File: src/rtl/hazard_scoreboard_pkg.sv
// Shared pipeline definitions for the decode-stage hazard scoreboard.
package hazard_scoreboard_pkg;

  localparam int unsigned REG_ADDR_W = 5;
  localparam int unsigned NUM_REGS   = 32;

  // Instruction leaving decode, as seen by the scoreboard.
  typedef struct packed {
    logic                  valid;
    logic [REG_ADDR_W-1:0] rd;
    logic                  wreg;
    logic                  load;
    logic                  long_op;
  } issue_t;

endpackage

File: src/rtl/sb_counter.sv
// Per-register pending-write counter: up on long issue, down on writeback,
// saturating, with a sticky underflow flag for writebacks nobody asked for.
module sb_counter #(
  parameter int unsigned CNT_W = 2
) (
  input  logic             clk,
  input  logic             nRst,
  input  logic             inc_i,
  input  logic             dec_i,
  output logic [CNT_W-1:0] cnt_o,
  output logic             busy_o,
  output logic             uflow_o
);

  logic [CNT_W-1:0] cnt_q, cnt_d;
  logic             uflow_q, uflow_d;
  logic             dec_ok;

  // Next count; a matched increment and effective decrement cancel out.
  always_comb begin
    cnt_d   = cnt_q;
    uflow_d = uflow_q;
    dec_ok  = dec_i && (cnt_q != '0);
    if (dec_i && (cnt_q == '0)) begin
      uflow_d = 1'b1;
    end
    if (inc_i && !dec_ok) begin
      if (cnt_q != {CNT_W{1'b1}}) begin
        cnt_d = cnt_q + 1'b1;
      end
    end else if (dec_ok && !inc_i) begin
      cnt_d = cnt_q - 1'b1;
    end
  end

  // Counter and sticky underflow state.
  always_ff @(posedge clk or negedge nRst) begin
    if (!nRst) begin
      cnt_q   <= '0;
      uflow_q <= 1'b0;
    end else begin
      cnt_q   <= cnt_d;
      uflow_q <= uflow_d;
    end
  end

  assign cnt_o   = cnt_q;
  assign busy_o  = (cnt_q != '0);
  assign uflow_o = uflow_q;

endmodule

File: src/rtl/hazard_scoreboard.sv
// Decode-side scoreboard for writes that EXE/MEM forwarding cannot cover:
// a load still in EXE, and long-latency results retiring through wb_*.
module hazard_scoreboard #(
  parameter int unsigned CNT_W    = 2,
  parameter int unsigned NUM_REGS = hazard_scoreboard_pkg::NUM_REGS
) (
  input  logic                                       clk,
  input  logic                                       nRst,
  input  logic [hazard_scoreboard_pkg::REG_ADDR_W-1:0] addr1DEC,
  input  logic [hazard_scoreboard_pkg::REG_ADDR_W-1:0] addr2DEC,
  input  logic                                       use1DEC,
  input  logic                                       use2DEC,
  input  logic                                       issue_valid,
  input  logic [hazard_scoreboard_pkg::REG_ADDR_W-1:0] issue_rd,
  input  logic                                       issue_wreg,
  input  logic                                       issue_load,
  input  logic                                       issue_long,
  input  logic                                       wb_valid,
  input  logic [hazard_scoreboard_pkg::REG_ADDR_W-1:0] wb_rd,
  input  logic                                       flush,
  output logic                                       stall,
  output logic [NUM_REGS-1:0]                        busy,
  output logic                                       err
);

  import hazard_scoreboard_pkg::*;

  issue_t                iss;
  logic [CNT_W-1:0]      cnt [NUM_REGS];
  logic [NUM_REGS-1:0]   nz;
  logic [NUM_REGS-1:0]   uflow;
  logic                  hz1, hz2, hz_full, stall_int, accept;
  logic                  inc_en, dec_en;

  logic                  ld_valid_q, ld_valid_d;
  logic [REG_ADDR_W-1:0] ld_rd_q, ld_rd_d;

  // Bundle the decode-side issue request.
  always_comb begin
    iss.valid   = issue_valid;
    iss.rd      = issue_rd;
    iss.wreg    = issue_wreg;
    iss.load    = issue_load;
    iss.long_op = issue_long;
  end

  // Hazard detection and issue acceptance; purely combinational, no added latency.
  always_comb begin
    hz1 = use1DEC && (addr1DEC != '0) &&
          ((ld_valid_q && (ld_rd_q == addr1DEC)) || (cnt[addr1DEC] != '0));
    hz2 = use2DEC && (addr2DEC != '0) &&
          ((ld_valid_q && (ld_rd_q == addr2DEC)) || (cnt[addr2DEC] != '0));
    // A further long write to a saturated register would overflow its counter.
    hz_full   = iss.valid && iss.wreg && iss.long_op && (cnt[iss.rd] == {CNT_W{1'b1}});
    stall_int = !flush && (hz1 || hz2 || hz_full);
    accept    = iss.valid && !stall_int && !flush;
    inc_en    = accept && iss.wreg && iss.long_op && (iss.rd != '0);
    dec_en    = wb_valid && (wb_rd != '0);
  end

  // Load tracker follows whatever enters EXE; a bubble or flush clears it.
  always_comb begin
    ld_valid_d = accept && iss.wreg && iss.load && (iss.rd != '0);
    ld_rd_d    = iss.rd;
  end

  // Load tracker state.
  always_ff @(posedge clk or negedge nRst) begin
    if (!nRst) begin
      ld_valid_q <= 1'b0;
      ld_rd_q    <= '0;
    end else begin
      ld_valid_q <= ld_valid_d;
      ld_rd_q    <= ld_rd_d;
    end
  end

  // x0 is hard-wired zero and never tracked.
  assign cnt[0]   = '0;
  assign nz[0]    = 1'b0;
  assign uflow[0] = 1'b0;

  for (genvar i = 1; i < NUM_REGS; i++) begin : g_cnt
    sb_counter #(
      .CNT_W(CNT_W)
    ) u_cnt (
      .clk    (clk),
      .nRst   (nRst),
      .inc_i  (inc_en && (iss.rd == REG_ADDR_W'(i))),
      .dec_i  (dec_en && (wb_rd == REG_ADDR_W'(i))),
      .cnt_o  (cnt[i]),
      .busy_o (nz[i]),
      .uflow_o(uflow[i])
    );
  end

  assign stall = stall_int;
  assign busy  = nz;
  assign err   = |uflow;

endmodule

File: config.mk
export PLATFORM = sky130hd
export DESIGN_NAME = hazard_scoreboard
export DESIGN_NICKNAME = d
export VERILOG_FILES = /design/src/rtl/hazard_scoreboard_pkg.sv /design/src/rtl/sb_counter.sv /design/src/rtl/hazard_scoreboard.sv
export SDC_FILE = /design/constraint.sdc
export NUM_CORES = 1
export LEC_CHECK = 0
export CORE_ASPECT_RATIO = 1.4
export CORE_MARGIN = 2
export CORE_UTILIZATION = 40
export DETAILED_ROUTE_END_ITERATION = 10
export PLACE_DENSITY_LB_ADDON = 0.05
export REMOVE_ABC_BUFFERS = 1
export SLEW_MARGIN = 30
export SYNTH_ARGS = -nofsm -noshare
export SYNTH_HDL_FRONTEND = slang
export SYNTH_SLANG_ARGS = --single-unit
File: constraint.sdc
create_clock -name clk -period 3.5 [get_ports clk]
set_input_delay 0.525 -clock clk [delete_from_list [all_inputs] [get_ports clk]]
set_output_delay 0.525 -clock clk [all_outputs]
set_load 0.01 [all_outputs]
==> results of run 1 <==
## state kept, by name (all words and copies together) (netlist names)
name	count
g_cnt.u_cnt.cnt_o	62
g_cnt.u_cnt.uflow_o	31
ld_rd_q	5
ld_valid_q	1
## placed cells by master (no fill, tap or decap), drive strengths merged, types with 18 or more instances in the layout
cell type      count
a21oi             51
and4              22
buf              158
clkdlybuf4s50     54
dfrtp             99
inv               51
mux2i             22
nand2            103
nand3             27
nor2              77
nor3              70
nor3b             18
nor4              20
o21ai             63
o21bai            20
or2               24
## area by class of cell
cell class / count / area [sq um]
fill: 1713 / 8370
clock inverter: 6 / 95.1
timing repair buffer: 220 / 1870
tap: 240 / 300
clock buffer: 10 / 239
sequential: 99 / 2480
inverter: 48 / 180
multi-input combinational: 687 / 4460
## power by group through the flow
| stage | clock, mW | combinational, mW | sequential (mW) |
|---|---|---|---|
| floorplan | 0 | 0.247 | 1.30 |
| global placement | 0 | 0.588 | 1.34 |
| detailed placement | 0 | 0.596 | 1.34 |
| CTS | 1.17 | 0.610 | 1.32 |
| global route | 1.21 | 0.670 | 1.33 |
| finish | 1.15 | 0.628 | 1.32 |
## routing by layer
metal	global-route usage, %	up-vias	share of wire, %
li1	-	3565	-
met1	38.1	3855	40
met2	55.5	326	49
met3	4.45	73	5.3
met4	18.6	2	6.2
met5	0	-	0.036
## path summary, 6_finish.rpt
| path | to | slack [ns] | depth (start not counted) |
|---|---|---|---|
| min | g_cnt[10].u_cnt.cnt_o[0] | 0.17 | 1 |
| min reg2reg | g_cnt[25].u_cnt.uflow_o | 0.46 | 1 |
| min in group clk | g_cnt[25].u_cnt.uflow_o | 0.46 | 1 |
| max in group asynchronous | g_cnt[21].u_cnt.cnt_o[1] | 2.57 | 2 |
| max | stall | 0.12 | 8 |
| max reg2reg | g_cnt[9].u_cnt.cnt_o[0] | 0.15 | 10 |
## per-stage QoR
| step | cells | util [%] | power, mW | TNS, ns |
|---|---|---|---|---|
| 2_1_floorplan | 834 | - | 1.55 | -3.14 |
| 3_3_place_gp | 1291 | 50.6 | 1.93 | -15.11 |
| 3_5_place_dp | 1291 | 50.6 | 1.93 | -15.68 |
| 4_1_cts | 1309 | 52.9 | 3.10 | 0 |
| 5_1_grt | 1310 | 53.5 | 3.20 | 0 |
| 6_report | 1310 | 53.5 | 3.10 | 0 |
## kinds of logic after synthesis
logic type / count (synthesis)
XOR/XNOR: 15
buffers and inverters: 116
multiplexers: 49
other: 1
AO/OA/AOI/OAI: 196
AND/OR/NAND/NOR: 426
flip-flops: 99
## worst max-delay path: cells and delay by family (launching register included)
family | cells | cell delay [ns]
AOI/OAI and AO/OA | 3 | 0.75
and+or+nand+nor | 3 | 0.71
DFF | 1 | 0.39
muxes | 1 | 0.52
buffers and inverters | 1 | 0.13
## timing repair
item	CTS	global route
gates resized for setup	23	20
setup buffers	2	0
endpoints found under the setup margin	13	22
cloned	0	1
pin swaps	4	5
==> flow_metrics.tcl, run 1 <==
set metrics [dict create \
    grt_max_degree 56 \
    reg2reg_from "g_cnt[27].u_cnt.cnt_o[0]" \
    vias_per_cell 5.97 \
    synth_edf_count 0 \
    rsz0062_at_grt "false" \
    syn_inst 902 \
    drc 0 \
    yosys.area_share.xor_xnor_pct 1.78 \
    seqPwrFrac_pct 42.5 \
    gp_congestion 1.01 \
    grt_antenna_before_repair 1 \
    synth_largest_area_cell "dfrtp_1" \
    synth_top_family_by_area "simple AND/OR/NAND/NOR gates" \
    die_h_microns 165 \
    synthSimpleGateAreaFrac_pct 30.2 \
    power.density_nw_per_um2 322 \
    status "completed" \
    layout-drive-gt1-share_pct 23.3 \
    power_frac_comb_pct 20.3 \
    post-synth-top-count-cell "nand2_1" \
    p_sw_mw 0.918 \
    cts_num_sinks 99 \
    start_util_pct 40.9 \
    ys_seq_area_share_pct 33.6 \
    final.period_utilization_pct 96.6 \
    setup_ws_ns 0.118 \
    switching_share_pct 29.7 \
    path_cells "or2_4 -> mux4_2 -> a2111oi_4 -> o221a_2 -> o32ai_4 -> nor4_4 -> nor2_1 -> clkbuf_2" \
    routed-via-count 7821 \
    layout.nets 1095 \
    cts-buffers-inserted 9 \
    hold_ws_ns 0.168 \
    io_pins 64 \
    crit_arrival_ns 2.86 \
    power.share.clock_pct 37.2 \
    critPathKind "register to output pin" \
    cp.required_ns 2.97 \
    synth_top_area_share_pct 33.6 \
    synth_area_sq_um 7360 \
    synth_compound_area_share_pct 16.9 \
    ys_ff_latch 99 \
    avgRoutedWirePerCell_microns 23.7 \
    dr.first_iter.drc_count 641 \
    die_w_microns 119 \
    critPathMaxStageDelay_ns 0.52 \
    synth_area_per_cell_sq_um 8.16 \
    intPower_mw 2.18 \
    placed_area_sq_um 9110 \
    ctsLongestPathBuffers 2 \
    clk_latency_ns 0.36 \
    cts_tree "done" \
    dr.pass1.iters 5 \
    tightestPinTransition_ns 0.937 \
    grt-ovfl-total 0 \
    grt_pass1_wl_mm 46.9 \
    holdBufCountCts 0 \
    startpoint "g_cnt[27].u_cnt.cnt_o[0]" \
    netlist_top_cells_area "dfrtp_1 34%, nand2_1 5.2%, mux4_2 4.9%" \
    end_kind "output pin" \
    n_antenna_cell 0 \
    hpwl_mm 24.2 \
    crit_fanout 3 \
    relSlewSlack_pct 37.3 \
    min_path_type "primary input to asynchronous set/reset pin" \
    synth-main-ff-cell "dfrtp_1" \
    netlist_top_cells_count "103 x nand2_1, 99 x dfrtp_1, 77 x nor2_1" \
    max_clock_freq_mhz 296 \
    yosysWarnings 0 \
    startpoint_type "register" \
    synth.area.mux_share_pct 9.57 \
    fin_skew_ns 0.00976 \
    design_area_sq_um 9630 \
    fin_crit_ns 3.38 \
    root_buffer "clkbuf_16" \
    htreeDepth 3 \
    synth_fa_ha_area_share_pct 0 \
    core-area_sq_um 18000 \
    io_buffers 62 \
    clk_pin_slew_ns 0.08 \
    drv_cap 0 \
    first_global_vias 7881 \
    async_reset_ff_share_pct 100 \
    dieArea_sq_um 19500 \
    vdd_ir_drop_max_mv 0.218 \
    routed_wl_mm 31.0 \
    ys_types 61 \
    crit_path_top_delay_cell "mux4_2" \
    setup_viol 0 \
    p_leak_nw 4.02 \
    drv_slew 0 \
    ant_nets 0 \
    syn2layout_area_growth_pct 30.7 \
    fp-row-count 58 \
    place_ws_ns -0.528 \
    finalHoldViolations 0 \
    grt_usage_pct 32.1 \
]
No activity file was read; power rests on OpenSTA's default activity.
==> run 2: changes to the inputs <==
- TNS_END_PERCENT: default -> 50
==> results of run 2 <==
No change in the layout: final DEF, timing and power equal those of run 1.
==> run 3: changes to the inputs <==
- CORE_UTILIZATION: 40 -> 51
==> run 3 against run 2 <==
  * Flip-flop and latch count did not move
  * Maximum frequency up 0.66%
  * Highest routed layer is now met4
  * Global-route usage is 5.2 points higher
  * Sequential power barely moved
  * Power fell by 4.9%
  * Critical path depth unchanged
  * Via count grew 2.0%
  * Routed wire length shrank 7.4%
  * Combinational power is 0.6% higher
==> flow_metrics.tcl, run 3 (same netlist as run 1, synthesis figures left out) <==
set metrics [dict create \
    status "completed" \
    n_antenna_cell 0 \
    final.period_utilization_pct 96.0 \
    layout.nets 1080 \
    p_leak_nw 3.95 \
    fill_cells 1272 \
    power.share.clock_pct 33.8 \
    final_common_cell "buf_4" \
    rsz0062_at_grt "false" \
    vias_per_cell 6.41 \
    clk_latency_ns 0.37 \
    min_path_type "primary input to asynchronous set/reset pin" \
    layout-drive-gt1-share_pct 23.9 \
    relSlewSlack_pct 38.7 \
    drv_cap 0 \
    startpoint_type "register" \
    dr.first_iter.drc_count 565 \
    reg2reg_slack_ns 0.16 \
    fp-row-count 52 \
    p_sw_mw 0.928 \
    clk_pin_slew_ns 0.08 \
    avgRoutedWirePerCell_microns 23.1 \
    largest_reg_flops 62 \
    setup_viol 0 \
    end_kind "output pin" \
    seqPwrFrac_pct 44.7 \
    first_global_vias 7775 \
    cts-buffers-inserted 9 \
    io_pins 64 \
    grt_pass1_wl_mm 43.9 \
    grt_max_degree 52 \
    design_area_sq_um 9490 \
    reg2reg_depth 12 \
    switching_share_pct 31.5 \
    final_cell_mix "137 x buf_4, 103 x nand2_1, 96 x dfrtp_1" \
    cts_tree "done" \
    core-area_sq_um 14300 \
    hold_ws_ns 0.187 \
    reg2reg_from "g_cnt[27].u_cnt.cnt_o[0]" \
    routed-via-count 7979 \
    power_frac_comb_pct 21.5 \
    grt-ovfl-total 0 \
    fin_crit_ns 3.36 \
    post-route-util_pct 66.3 \
    drv_slew 0 \
    io_buffers 62 \
    drc 0 \
    routed_wl_mm 28.7 \
    startpoint "g_cnt[27].u_cnt.cnt_o[0]" \
    die_h_microns 146 \
    placed_area_sq_um 8900 \
    endpoint "stall" \
    root_buffer "clkbuf_16" \
    critPathKind "register to output pin" \
    grt_usage_pct 37.3 \
    grt_antenna_before_repair 0 \
    power.density_nw_per_um2 310 \
    dr.pass1.iters 5 \
    cp.required_ns 2.97 \
    syn2layout_area_growth_pct 28.8 \
    crit_arrival_ns 2.83 \
    intPower_mw 2.01 \
    ant_nets 0 \
    start_util_pct 51.5 \
    tightestPinTransition_ns 0.917 \
    max_clock_freq_mhz 298 \
    cts_num_sinks 99 \
    die_w_microns 106 \
    worstReg2RegEnd "g_cnt[7].u_cnt.cnt_o[0]" \
    gp_congestion 1.03 \
    crit_fanout 4 \
    hpwl_mm 21.9 \
    finalHoldViolations 0 \
    htreeDepth 3 \
    fin_skew_ns 0.00817 \
    setup_tns_ns 0 \
    vdd_ir_drop_max_mv 0.217 \
    dieArea_sq_um 15400 \
    ctsLongestPathBuffers 2 \
]
run 3: cell count changes in the layout (fill, tap and decap cells not counted), moves of 3 or more:
cell | before | now
dfrtp_2 | 0 | 3
nor3_2 | 5 | 10
or2_4 | 4 | 7
dlygate4sd2_1 | 4 | 1
dfrtp_1 | 99 | 96
nor3_1 | 64 | 58
buf_4 | 152 | 137
clkinv_2 | 0 | 3
run 3: how the worst min path moves through the flow:
| stage | startpoint | endpoint | slack, ns | depth (start not counted) |
|---|---|---|---|---|
| 6_report | nRst | g_cnt[12].u_cnt.cnt_o[0] | 0.19 | 1 |
| 5_1_grt | nRst | g_cnt[10].u_cnt.cnt_o[0] | 0.24 | 1 |
| 4_1_cts | nRst | g_cnt[12].u_cnt.cnt_o[1] | 0.22 | 1 |
| 3_5_place_dp | g_cnt[4].u_cnt.uflow_o | g_cnt[4].u_cnt.uflow_o | 0.46 | 1 |
| 3_3_place_gp | g_cnt[25].u_cnt.uflow_o | g_cnt[25].u_cnt.uflow_o | 0.44 | 1 |
| 2_1_floorplan | nRst | g_cnt[10].u_cnt.cnt_o[0] | 0.23 | 0 |
run 3: timing repair:
item | in CTS | in global routing
endpoints found under the hold margin | 0 | 0
gates cloned | 0 | 1
pin swaps | 7 | 9
hold buffers | 0 | 0
setup buffers | 3 | 7
gates resized for setup | 18 | 47
endpoints found under the setup margin | 19 | 33
run 3: critical path: stages (launching register included):
cell and delay (ns):
dfrtp_1 0.39, or2_4 0.29, mux4_2 0.50, a2111oi_4 0.31, o221a_2 0.29, o32ai_4 0.12
nor4_4 0.36, nor2_1 0.07, clkbuf_2 0.13
run 3: layout make-up:
class	count	area (sq um)	area share (%)
multi-input combinational	687	4530	47.8
sequential	99	2480	26.2
timing repair buffer	205	1780	18.8
tap	189	236	2.49
clock buffer	9	225	2.37
inverter	48	180	1.90
clock inverter	7	50.0	0.528
run 3: power by group through the flow:
stage          registers, mW  clock network [mW]  logic [mW]
6_report                1.31               0.995       0.632
5_1_grt                 1.32                1.04       0.672
4_1_cts                 1.31               0.999       0.595
3_5_place_dp            1.33                   0       0.580
3_3_place_gp            1.33                   0       0.566
2_1_floorplan           1.30                   0       0.247
run 3: metal layers:
layer / GRT usage, % / vias to the layer above / routed length, microns
li1: - / 3556 / -
met1: 46.6 / 3927 / 11200
met2: 61.2 / 406 / 13700
met3: 5.71 / 90 / 1960
met4: 21.6 / 0 / 1810
met5: 0 / - / 0
run 3: stage by stage:
| stage | power (mW) | cells | setup WS [ns] |
|---|---|---|---|
| 3_5_place_dp | 1.91 | 1217 | -0.591 |
| 5_1_grt | 3.03 | 1244 | 0.0221 |
| 3_3_place_gp | 1.89 | 1217 | -0.492 |
| 6_report | 2.94 | 1244 | 0.140 |
| 4_1_cts | 2.91 | 1236 | -0.0396 |
| 2_1_floorplan | 1.55 | 834 | -0.405 |
